### src/rtl/tutankham_rom_router.sv
// Tutankham ROM download router: decodes the ioctl download stream into
// per-region write strobes and tracks per-region fill progress and checksums.

package tutankham_rom_router_pkg;
    // Region i based at i*0x2000, packed ADDR_W bits per region.
    function automatic logic [2047:0] default_base(input int n, input int w);
        logic [2047:0] r;
        r = '0;
        for (int i = 0; i < n; i++)
            r = r | (2048'(i * 32'h2000) << (i * w));
        return r;
    endfunction
endpackage

module tutankham_rom_router #(
    parameter int NUM_REGIONS = 15,
    parameter int ADDR_W      = 25,
    parameter int OFS_W       = 14,
    parameter logic [NUM_REGIONS*ADDR_W-1:0] REGION_BASE =
        (NUM_REGIONS*ADDR_W)'(tutankham_rom_router_pkg::default_base(NUM_REGIONS, ADDR_W)),
    parameter logic [NUM_REGIONS*5-1:0] REGION_LOG2 = {NUM_REGIONS{5'd13}}
) (
    input  logic                   clk_49m,
    input  logic                   reset,
    input  logic                   ioctl_download,
    input  logic [ADDR_W-1:0]      ioctl_addr,
    input  logic [7:0]             ioctl_data,
    input  logic                   ioctl_wr,
    input  logic [((NUM_REGIONS > 1) ? $clog2(NUM_REGIONS) : 1)-1:0] sum_sel,
    output logic [NUM_REGIONS-1:0] rom_cs,
    output logic [OFS_W-1:0]       rom_addr,
    output logic [7:0]             rom_data,
    output logic [NUM_REGIONS-1:0] region_loaded,
    output logic [7:0]             region_sum,
    output logic                   load_done,
    output logic                   addr_err
);
    localparam int SEL_W = (NUM_REGIONS > 1) ? $clog2(NUM_REGIONS) : 1;

    typedef enum logic [1:0] {IDLE, LOAD, DONE} state_t;

    state_t                 state;
    logic                   wr_prev, dl_prev;
    // Download must be seen low once after reset before a rise counts, so a
    // download held high through reset is not mistaken for a new one.
    logic                   dl_armed;
    logic                   dl_rise, dl_fall, accept;
    logic                   hit;
    logic [NUM_REGIONS-1:0] hit_cs;
    logic [OFS_W-1:0]       ofs;
    logic [7:0]             sums [NUM_REGIONS];

    assign dl_rise = ioctl_download & ~dl_prev & dl_armed;
    assign dl_fall = ~ioctl_download & dl_prev;
    // Writes count only on a wr rising edge inside a download, including the
    // cycle that opens it.
    assign accept  = ioctl_wr & ~wr_prev & ioctl_download & ((state == LOAD) | dl_rise);
    assign hit     = |hit_cs;

    // Address decode: scan high to low so the lowest matching region wins
    always_comb begin : decode
        logic [ADDR_W:0] lo, sz, a;
        hit_cs = '0;
        ofs    = '0;
        lo     = '0;
        sz     = '0;
        a      = {1'b0, ioctl_addr};
        for (int i = NUM_REGIONS - 1; i >= 0; i--) begin
            lo = {1'b0, REGION_BASE[i*ADDR_W +: ADDR_W]};
            sz = (ADDR_W+1)'(1) << REGION_LOG2[i*5 +: 5];
            if (a >= lo && a < lo + sz) begin
                hit_cs    = '0;
                hit_cs[i] = 1'b1;
                ofs       = OFS_W'(a - lo);
            end
        end
    end

    // Control FSM, edge history and registered strobe outputs
    always_ff @(posedge clk_49m) begin
        if (reset) begin
            state     <= IDLE;
            wr_prev   <= 1'b0;
            dl_prev   <= 1'b0;
            dl_armed  <= 1'b0;
            rom_cs    <= '0;
            rom_addr  <= '0;
            rom_data  <= '0;
            addr_err  <= 1'b0;
            load_done <= 1'b0;
        end else begin
            wr_prev <= ioctl_wr;
            dl_prev <= ioctl_download;
            if (!ioctl_download)
                dl_armed <= 1'b1;
            rom_cs <= '0;
            if (dl_rise)
                addr_err <= 1'b0;
            if (accept) begin
                if (hit) begin
                    rom_cs   <= hit_cs;
                    rom_addr <= ofs;
                    rom_data <= ioctl_data;
                end else begin
                    addr_err <= 1'b1;
                end
            end
            case (state)
                IDLE, DONE: if (dl_rise) begin
                    state     <= LOAD;
                    load_done <= 1'b0;
                end
                LOAD: if (dl_fall) begin
                    state     <= DONE;
                    load_done <= &region_loaded;
                end
                default: state <= IDLE;
            endcase
        end
    end

    for (genvar g = 0; g < NUM_REGIONS; g++) begin : g_region
        localparam logic [OFS_W:0] FULL = (OFS_W+1)'(1) << REGION_LOG2[g*5 +: 5];

        logic [OFS_W:0] cnt, cnt_base;
        logic [7:0]     sum, sum_base;
        logic           loaded, loaded_base;

        // Entering LOAD wipes progress before this cycle's write is applied
        always_comb begin
            cnt_base    = dl_rise ? '0   : cnt;
            sum_base    = dl_rise ? 8'h0 : sum;
            loaded_base = dl_rise ? 1'b0 : loaded;
        end

        // Saturating byte counter, fill flag and running checksum
        always_ff @(posedge clk_49m) begin
            if (reset) begin
                cnt    <= '0;
                sum    <= '0;
                loaded <= 1'b0;
            end else begin
                cnt    <= cnt_base;
                sum    <= sum_base;
                loaded <= loaded_base;
                if (accept && hit_cs[g]) begin
                    sum <= sum_base + ioctl_data;
                    if (cnt_base != FULL) begin
                        cnt <= cnt_base + 1'b1;
                        if (cnt_base + 1'b1 == FULL)
                            loaded <= 1'b1;
                    end
                end
            end
        end

        assign region_loaded[g] = loaded;
        assign sums[g]          = sum;
    end

    // Checksum readout; out-of-range selects read zero
    always_comb begin
        region_sum = 8'h00;
        for (int i = 0; i < NUM_REGIONS; i++)
            if (sum_sel == SEL_W'(i))
                region_sum = sums[i];
    end

endmodule
### config.mk
export PLATFORM = sky130hd
export DESIGN_NAME = tutankham_rom_router
export DESIGN_NICKNAME = d
export VERILOG_FILES = /design/src/rtl/tutankham_rom_router.sv
export SDC_FILE = /design/constraint.sdc
export NUM_CORES = 1
export LEC_CHECK = 0
export ABC_CLOCK_PERIOD_IN_PS = 10400
export CAP_MARGIN = 10
export CELL_PAD_IN_SITES_DETAIL_PLACEMENT = 1
export CELL_PAD_IN_SITES_GLOBAL_PLACEMENT = 1
export CORE_MARGIN = 8
export CORE_UTILIZATION = 50
export DETAILED_ROUTE_END_ITERATION = 10
export HOLD_SLACK_MARGIN = 0.02
export PLACE_DENSITY = 0.95
export SETUP_SLACK_MARGIN = 0.02
export SYNTH_ARGS = -nofsm -noshare
export SYNTH_HDL_FRONTEND = slang
export SYNTH_SLANG_ARGS = --single-unit
### constraint.sdc
create_clock -name clk_49m -period 10.4 [get_ports clk_49m]
set_input_delay 2.08 -clock clk_49m [delete_from_list [all_inputs] [get_ports clk_49m]]
set_output_delay 2.08 -clock clk_49m [all_outputs]
set_load 0.05 [all_outputs]
Yosys cells after proc, flatten, opt, wreduce, memory -nomap -nowiden. Cells that the tools add are included.

Mux-type cells: 189. Equal/unequal tests: 48. Add/subtract/negate cells: 44. Bitwise logic cells: 12. Order comparisons: 29. Reductions and logical operators: 39.

Operators with widths (number): $mux W15 (60); $mux W8 (45); $add A15 B1 Y15 const B (15); $eq A15 B14 Y1 const B (15); $ne A15 B14 Y1 const B (15); $mux W14 (15); $lt A25 B17 Y1 const B (8); $ge A25 B17 Y1 const B (7); $add A8 B8 Y8 (15); $ge A25 B16 Y1 const B (4); $lt A25 B16 Y1 const B (4); $sub A14 B1 Y14 const B (7); $sub A14 B14 Y14 const B (7); $mux W1 (65); $ge A25 B15 Y1 const B (2); $lt A25 B15 Y1 const B (2); $logic_and A1 B1 Y1 (29); $eq A4 B4 Y1 const B (7); $ge A25 B14 Y1 const B (1); $lt A25 B14 Y1 const B (1); $eq A4 B3 Y1 const B (4); $reduce_and A15 Y1 (1); $reduce_or A15 Y1 (1); $eq A4 B2 Y1 const B (2); 17 further kinds (29).

Word-level logic and storage cells: 415. Bits of input ports: 41. Bits in registers: 404.

Logic depth before layout (Yosys ltp). Gate-level depths: netlist of the first run.

Depth in word-level cells: 20. Mapped depth: 17. Gate-level depth less buffers: 12.

Worst setup path before layout of the first run. OpenSTA, ideal clock, no wires.

Path type: input -> output. Start: input sum_sel[0] in the netlist's numbering. End: output region_sum[0]. Setup slack: 3.306 ns. Stages on the path: 6. Required time: 8.320 ns. Arrival time: 5.014 ns. Cells stage by stage: clkbuf_1 buf_1 inv_1 nor2_1 a22oi_1 o311ai_0.

Cells in the longest elaborated chain, start to end: 16. Elaborated cells on any way between the ends: 30. Those cells by class: eq/ne: 14; mux: 15; reduce/logical: 1.

Ends and longest elaborated chain: from (decl) (line 29) `input logic [((NUM_REGIONS > 1) ? $clog2(NUM_REGIONS) : 1)-1:0] sum_sel,`; $logic_not A4 Y1 (line 165) `if (sum_sel == SEL_W'(i))`; $mux W8 (14 in series) (line 165); $mux W8 * (line 165); to (decl) (line 34) `output logic [7:0] region_sum,`.

Mark *: on every way between the ends. The rest lies on a longest branch, timed or not.

Worst setup path in the final report of the first run.
Start: input sum_sel[1] in the netlist's numbering. End: output region_sum[7].

Same word-level chain as after synthesis.

==> results.md, run 1 <==
* Leading cell type in the layout, fill and taps excluded: nor2_1
* Final hold viol count at 0
* Clock power share at 0.507
* Fraction of final layout cells with drive strength greater than 1 at 0.04463
* Antenna violations before repair at 4
* Post-route standard cell area excluding fillers at 29270 um^2
* Hold Slack at 0.4507 ns
* Cells resized by post-CTS repair at 0
* Number of slew-limit violations in the final report at 0
* Actual transition at the worst max-transition pin at 1.302 ns
* Total power per unit cell area at 123.5 nW/um^2
* Maximum frequency from static timing analysis at 129.7 MHz
* Number of flops mapped to enable cells by yosys at 0
* First-pass iteration count of the detailed router at 6
* Status: complete, no violations
* Number of DRC violations after detailed-routing iteration 0 at 2036
* Ports placed on the boundary at 103
* Number of standard cells after synthesis at 3497
* Total clock buffers created by CTS at 48
* Layout fillers at 6472
* First-pass GRT wire length at 156000 um
* Share of the yosys chip area belonging to registers at 0.3084
* Die Footprint at 60030 um^2
* Final setup viols at 0
* Crit. End Element: primary output
* Port buffer count at 102
* Yosys top cell area share at 0.3084
* Hold Path Class: flip-flop to flip-flop
* Reg clk slew, reported paths at 0.06 ns
* Aggregate negative setup slack at 0 ns
* Layout Nets at 3671
* Die Span Y at 245.0 um
* Overall overflow remaining after global route at 0
* Async set-reset flop share out of synthesis at 0
* Insertion delay to the later sink of the worst-skew pair at 0.61 ns
* Leakage power of the design at 10.65 nW
* Post-Route Skew at 0.02963 ns
* All-Layer GR Usage at 0.3177
* Number of H-tree levels at 2
* Remaining design rule violation count at 0
* Initial Utilization at 0.5020
* # hold bufs at CTS at 0
* Fraction of power consumed by combinational cells at 0.065
* CP Class: input port to primary output
* RSZ-0062 raised after global routing: false
* Fraction of power spent switching nets at 0.2504
* Drt wl/cell at 23.52 um
* Synthesis-stage register bit count at 404
* Instance count after placement with tap cells included at 4117
* Peak VDD IR at 0.1244 mV
* Crit path DAT at 5.63 ns
* Routability cong. at 0.9220
* Core ar. at 52240 um^2
* Critical path required time at 8.32 ns
* Flip-flop cell with the highest count after synthesis: dfxtp_1
* Worst-path maximum fanout at 20
* Number of warnings issued by yosys at 0
* Worst slew margin relative to its limit at 0.1256
* NetSw at 905.2 uW
* Layout area overhead at 11.62%
* Post-route ant nets at 0
* # Post-CTS Setup Buffers at 0
* Post-synth net total at 3688
* Sequential Power Share at 0.429
* Sinks on the clock net at 404
* Clock tree root driver cell: clkbuf_16
* Final non-filler cell total at 4209
* Max Root-Sink Buffers at 3
* Ratio of final minimum period to clock period at 0.7412
* Placed wire-length estimate after detailed placement at 63670 um
* Mapped Avg Cell Area at 7.498 um^2
* Total power at 3.615 mW
* Number of rows created at floorplan at 84
* Number of violations of the max-capacitance limit at 0
* Maximum number of pins on one net before global-route repair at 162
* Startpoint types: input port
* TritonCTS clock tree: done
* Total via count in the routed design at 26876
* Largest area contributor in the netlist: dfxtp_1
* Internal power at 2.710 mW
* Total Routed Length at 99000 um
* Drt via density at 6.385
* Netlist cell types at 74
* Most used cells in the layout excluding fill and tap cells: nor2_1 (514), nand2_1 (432), dfxtp_1 (404)
* Die extent in x at 245.0 um
* Fin crit period at 7.709 ns
* Top cells by area in the synthesized netlist: dfxtp_1 (31%), nor2_1 (7.4%), xnor2_1 (6.5%), ha_1 (6.4%), nand2_1 (6.2%)
* Area after detailed placement at 27580 um^2
* Via count of the first global-routing pass at 28299
* Syn Std Cell Area at 26220 um^2
==> flip-flops by register name (all words and copies together) (netlist names), 2 cells and up <==
name	cells
g_region.cnt	225
g_region.loaded	15
g_region.sum	120
rom_addr	14
rom_cs	15
rom_data	8
state	2
==> metal layers <==
metal	track usage	vias up	wire (um)
li1	-	12067	-
met4	0.2054	4	6775
met2	0.5301	1180	46530
met3	0.08207	481	8107
met5	0	-	30
met1	0.3582	13144	37570
==> power groups by stage <==
| stage | clock [mW] | sequential (mW) | combinational (mW) |
|---|---|---|---|
| floorplan | 0 | 1.58 | 0.131 |
| finish | 1.83 | 1.55 | 0.233 |
| global placement | 0 | 1.58 | 0.210 |
| CTS | 1.84 | 1.55 | 0.226 |
| detailed placement | 0 | 1.58 | 0.219 |
| global route | 1.91 | 1.55 | 0.243 |
==> per-stage QoR <==
step | setup WS (ns) | util
6_report | 2.691 | 0.5603
3_3_place_gp | 2.855 | 0.5280
5_1_grt | 2.595 | 0.5602
4_1_cts | 2.793 | 0.5601
2_1_floorplan | 3.306 | -
3_5_place_dp | 2.813 | 0.5280
==> synth_stat cells, drive strengths merged, types with 34 or more instances <==
master / count
nor2: 516
nand2: 432
dfxtp: 404
a21oi: 226
xnor2: 194
nand3: 174
clkbuf: 153
ha: 135
xor2: 132
nor3: 121
o21ai: 116
and2: 101
inv: 100
nand4: 84
nor4: 60
buf: 51
nor2b: 46
or3: 39
and3: 36
o31ai: 34
==> worst max-delay path, stage by stage <==
cell,delay [ns]
clkdlybuf4s50_1,0.85
buf_4,0.35
inv_1,0.29
nand2_1,0.25
o21ai_0,0.13
a21oi_1,0.17
o21ai_0,0.10
a222oi_1,0.50
clkdlybuf4s50_1,0.90
==> area by class of cell <==
| class | instances | area, um^2 | area share |
|---|---|---|---|
| clock inverters | 21 | 297.8 | 0.01017 |
| flip-flops and latches | 404 | 8088 | 0.2763 |
| diodes | 3 | 7.507 | 0.0002565 |
| repair buffers | 137 | 1309 | 0.04471 |
| clock buffers | 67 | 1374 | 0.04694 |
| multi-input cells | 2789 | 16960 | 0.5794 |
| inverters | 100 | 375.4 | 0.01282 |
| well taps | 688 | 860.8 | 0.02941 |
==> final timing paths <==
check                                start                       endpoint  slack [ns]  cells past startpoint
hold reg to reg   rom_addr[4]$_SDFFE_PP0P_       rom_addr[4]$_SDFFE_PP0P_        0.45                      2
setup / recovery                sum_sel[1]                  region_sum[7]        2.69                      9
hold / removal    rom_addr[4]$_SDFFE_PP0P_       rom_addr[4]$_SDFFE_PP0P_        0.45                      2
setup reg to reg        dl_prev$_SDFF_PP0_  g_region[5].loaded$_SDFF_PP0_        6.00                      9
==> cells by family (layout without fill, tap and decap cells) <==
logic type / count (synthesis) / after routing / synth area share
and+or+nand+nor: 1719 / 1719 / 0.3121
muxes: 38 / 38 / 0.01880
other: 0 / 3 / 0
xor gates and xnor gates: 326 / 326 / 0.1089
AOI/OAI and AO/OA: 556 / 556 / 0.1296
buffers and inverters: 304 / 325 / 0.04638
DFF: 404 / 404 / 0.3084
adders and majority gates: 150 / 150 / 0.07587
Power figures use the tool's default switching activity.
==> run 2, diff against run 1 <==
--- a/config.mk
+++ b/config.mk
@@ -5,15 +5,15 @@
 export SDC_FILE = /design/constraint.sdc
 export NUM_CORES = 1
 export LEC_CHECK = 0
-export ABC_CLOCK_PERIOD_IN_PS = 10400
+export ABC_CLOCK_PERIOD_IN_PS = 7100
 export CAP_MARGIN = 10
 export CELL_PAD_IN_SITES_DETAIL_PLACEMENT = 1
 export CELL_PAD_IN_SITES_GLOBAL_PLACEMENT = 1
 export CORE_MARGIN = 8
-export CORE_UTILIZATION = 50
+export CORE_UTILIZATION = 46
 export DETAILED_ROUTE_END_ITERATION = 10
 export HOLD_SLACK_MARGIN = 0.02
-export PLACE_DENSITY = 0.95
+export PLACE_DENSITY = 0.9
 export SETUP_SLACK_MARGIN = 0.02
 export SYNTH_ARGS = -nofsm -noshare
 export SYNTH_HDL_FRONTEND = slang
==> constraint.sdc (replaced) <==
create_clock -name clk_49m -period 7.1 [get_ports clk_49m]
set_input_delay 1.42 -clock clk_49m [delete_from_list [all_inputs] [get_ports clk_49m]]
set_output_delay 1.42 -clock clk_49m [all_outputs]
set_load 0.05 [all_outputs]
==> results.md, run 2 (synthesis results as in run 1) <==
* Status: complete, no violations (unchanged)
* Insertion delay to the later sink of the worst-skew pair at 0.61 ns (about the same)
* Final non-filler cell total at 4273 (was 4209)
* TritonCTS clock tree: done (unchanged)
* Sinks on the clock net at 404 (unchanged)
* Ports placed on the boundary at 103 (unchanged)
* # Post-CTS Setup Buffers at 0 (unchanged)
* Post-Route Skew at 0.02566 ns (was 0.02963 ns)
* Aggregate negative setup slack at 0 ns (unchanged)
* Worst reg2reg setup slack at 3.25 ns (was 6.00 ns)
* Actual transition at the worst max-transition pin at 1.296 ns (was 1.302 ns)
* Number of rows created at floorplan at 87 (was 84)
* Final hold viol count at 0 (unchanged)
* Hold Path Class: flip-flop to flip-flop (unchanged)
* Fraction of final layout cells with drive strength greater than 1 at 0.04350 (was 0.04463)
* Routability cong. at 0.9410 (was 0.9220)
* Maximum number of pins on one net before global-route repair at 130 (was 162)
* Via count of the first global-routing pass at 25908 (was 28299)
* Crit. End Element: primary output (unchanged)
* Reg clk slew, reported paths at 0.06 ns (about the same)
* Layout fillers at 7085 (was 6472)
* CP Class: input port to primary output (unchanged)
* Worst setup margin at 1.132 ns (was 2.691 ns)
* Final setup viols at 0 (unchanged)
* Startpoint of the most critical setup path: sum_sel[1] (unchanged)
* Total clock buffers created by CTS at 48 (unchanged)
* Cells resized by post-CTS repair at 0 (unchanged)
* Drt via density at 6.023 (was 6.385)
* Number of H-tree levels at 2 (unchanged)
* Overall overflow remaining after global route at 0 (unchanged)
* Die Footprint at 64900 um^2 (was 60030 um^2)
* Worst setup timing slack at the placement stage at 1.202 ns (was 2.813 ns)
* Instance count after placement with tap cells included at 4187 (was 4117)
* Number of DRC violations after detailed-routing iteration 0 at 1914 (was 2036)
* Worst-path maximum fanout at 14 (was 20)
* Total via count in the routed design at 25738 (was 26876)
* Fin crit period at 5.968 ns
* First-pass iteration count of the detailed router at 6 (unchanged)
* Number of violations of the max-capacitance limit at 0 (unchanged)
* RSZ-0062 raised after global routing: false (unchanged)
* Startpoint types: input port (unchanged)
* Layout area overhead at 11.65% (was 11.62%)
* Number of flip-flops under the largest register name at 225 (unchanged)
* Ratio of final minimum period to clock period at 0.8406
* Leakage power of the design at 10.62 nW (was 10.65 nW)
* Most used cells in the layout excluding fill and tap cells: nor2_1 (514), nand2_1 (432), dfxtp_1 (404) (unchanged)
* Die extent in x at 254.8 um (was 245.0 um)
* Total Routed Length at 88900 um (was 99000 um)
* N_diodes at 0 (was 3)
* Peak VDD IR at 0.1832 mV (was 0.1244 mV)
* Largest Register: g_region.cnt (unchanged)
* Critical Path Sink: region_sum[1] (was region_sum[7])
* Core ar. at 56390 um^2 (was 52240 um^2)
* First-pass GRT wire length at 141100 um (was 156000 um)
* Worst slew margin relative to its limit at 0.1336 (was 0.1256)
* Placed wire-length estimate after detailed placement at 61190 um (was 63670 um)
* Crit path largest cell delay at 0.90 ns (about the same)
* Clock tree root driver cell: clkbuf_16 (unchanged)
* Leading cell type in the layout, fill and taps excluded: nor2_1 (unchanged)
* # hold bufs at CTS at 0 (unchanged)
* Reg-to-reg critical path endpoint: g_region[8].sum[7]$_SDFF_PP0_ (was g_region[5].loaded$_SDFF_PP0_)
* Die Span Y at 254.8 um (was 245.0 um)
* Port buffer count at 102 (unchanged)
* Critical R2R Launch: dl_prev$_SDFF_PP0_ (unchanged)
* Maximum frequency from static timing analysis at 167.6 MHz
* Length in cells of the worst reg-to-reg path at 13 (was 9)
* Layout Utilization at 0.5192 (was 0.5603)
* Post-route ant nets at 0 (unchanged)
* Antenna violations before repair at 4 (unchanged)
* Critical path required time at 5.68 ns (was 8.32 ns)
* Total power per unit cell area at 176.4 nW/um^2 (was 123.5 nW/um^2)
* Remaining design rule violation count at 0 (unchanged)
* Max Root-Sink Buffers at 3 (unchanged)
* Drt wl/cell at 20.80 um (was 23.52 um)
* CP max stage cell: clkdlybuf4s50_1 (unchanged)
* All-Layer GR Usage at 0.2670 (was 0.3177)
* Cell-by-cell listing of the critical path: clkdlybuf4s50_1 > inv_1 > buf_4 > nand2_1 > o21ai_0 > a21oi_1 > o21ai_0 > a222oi_1 > clkdlybuf4s50_1 (was clkdlybuf4s50_1 > buf_4 > inv_1 > nand2_1 > o21ai_0 > a21oi_1 > o21ai_0 > a222oi_1 > clkdlybuf4s50_1)
* Total power at 5.163 mW (was 3.615 mW)
* Layout Nets at 3672 (was 3671)
* Registers with the most flip-flops: g_region.cnt x225, g_region.sum x120 (unchanged)
* Crit path DAT at 4.55 ns (was 5.63 ns)
* Initial Utilization at 0.4650 (was 0.5020)
* Number of slew-limit violations in the final report at 0 (unchanged)
run 2: cell types whose count changed in the layout (fill, tap and decap cells not counted), sizes merged:
cell and change:
clkinvlp -3, diode -3, clkbuf +4, clkinv -1, inv +1, buf +1
bufinv -3
run 2: worst max-delay path: cells and delay by family:
family	cells	cell delay, ns
buffers and inverters	4	2.09
AO/OA/AOI/OAI	4	0.86
AND/OR/NAND/NOR	1	0.17
run 2: report_power, final:
group	leakage, nW	internal (mW)	switching [mW]
Sequential	3.25	2.27	0.00151
Combinational	6.58	0.0960	0.234
Clock	0.787	1.51	1.05
run 2: metal layers:
| metal | part of all wire | vias to the layer above | global-route usage |
|---|---|---|---|
| met5 | 0.00030 | - | 0 |
| met4 | 0.042 | 4 | 0.1157 |
| met3 | 0.059 | 224 | 0.04412 |
| met2 | 0.47 | 745 | 0.4509 |
| met1 | 0.42 | 12736 | 0.3339 |
| li1 | - | 12029 | - |
run 2: area by class of cell:
| class | instances | area [um^2] | share of cell area |
|---|---|---|---|
| multi-input cells | 2789 | 16950 | 0.5791 |
| clock buffers | 71 | 1409 | 0.04812 |
| flip-flops and latches | 404 | 8088 | 0.2763 |
| well taps | 756 | 945.9 | 0.03231 |
| clock inverters | 15 | 188.9 | 0.006454 |
| repair buffers | 138 | 1316 | 0.04496 |
| inverters | 100 | 375.4 | 0.01282 |
run 2: worst min path at each step:
stage | startpoint | to | slack, ns | cells past startpoint
floorplan | g_region[11].loaded$_SDFF_PP0_ | g_region[11].loaded$_SDFF_PP0_ | 0.43 | 2
global placement | rom_data[7]$_SDFFE_PP0P_ | rom_data[7]$_SDFFE_PP0P_ | 0.44 | 2
detailed placement | rom_data[7]$_SDFFE_PP0P_ | rom_data[7]$_SDFFE_PP0P_ | 0.45 | 2
CTS | rom_data[7]$_SDFFE_PP0P_ | rom_data[7]$_SDFFE_PP0P_ | 0.45 | 2
global route | rom_data[7]$_SDFFE_PP0P_ | rom_data[7]$_SDFFE_PP0P_ | 0.47 | 2
finish | rom_addr[7]$_SDFFE_PP0P_ | rom_addr[7]$_SDFFE_PP0P_ | 0.45 | 2
run 2: metrics by stage:
step                hold slack, ns  instance area (um^2)
finish                      0.4534                 29280
global route                0.4700                 29280
CTS                         0.4546                 29280
detailed placement          0.4461                 27680
global placement            0.4367                 27680
floorplan                   0.4322                 26220
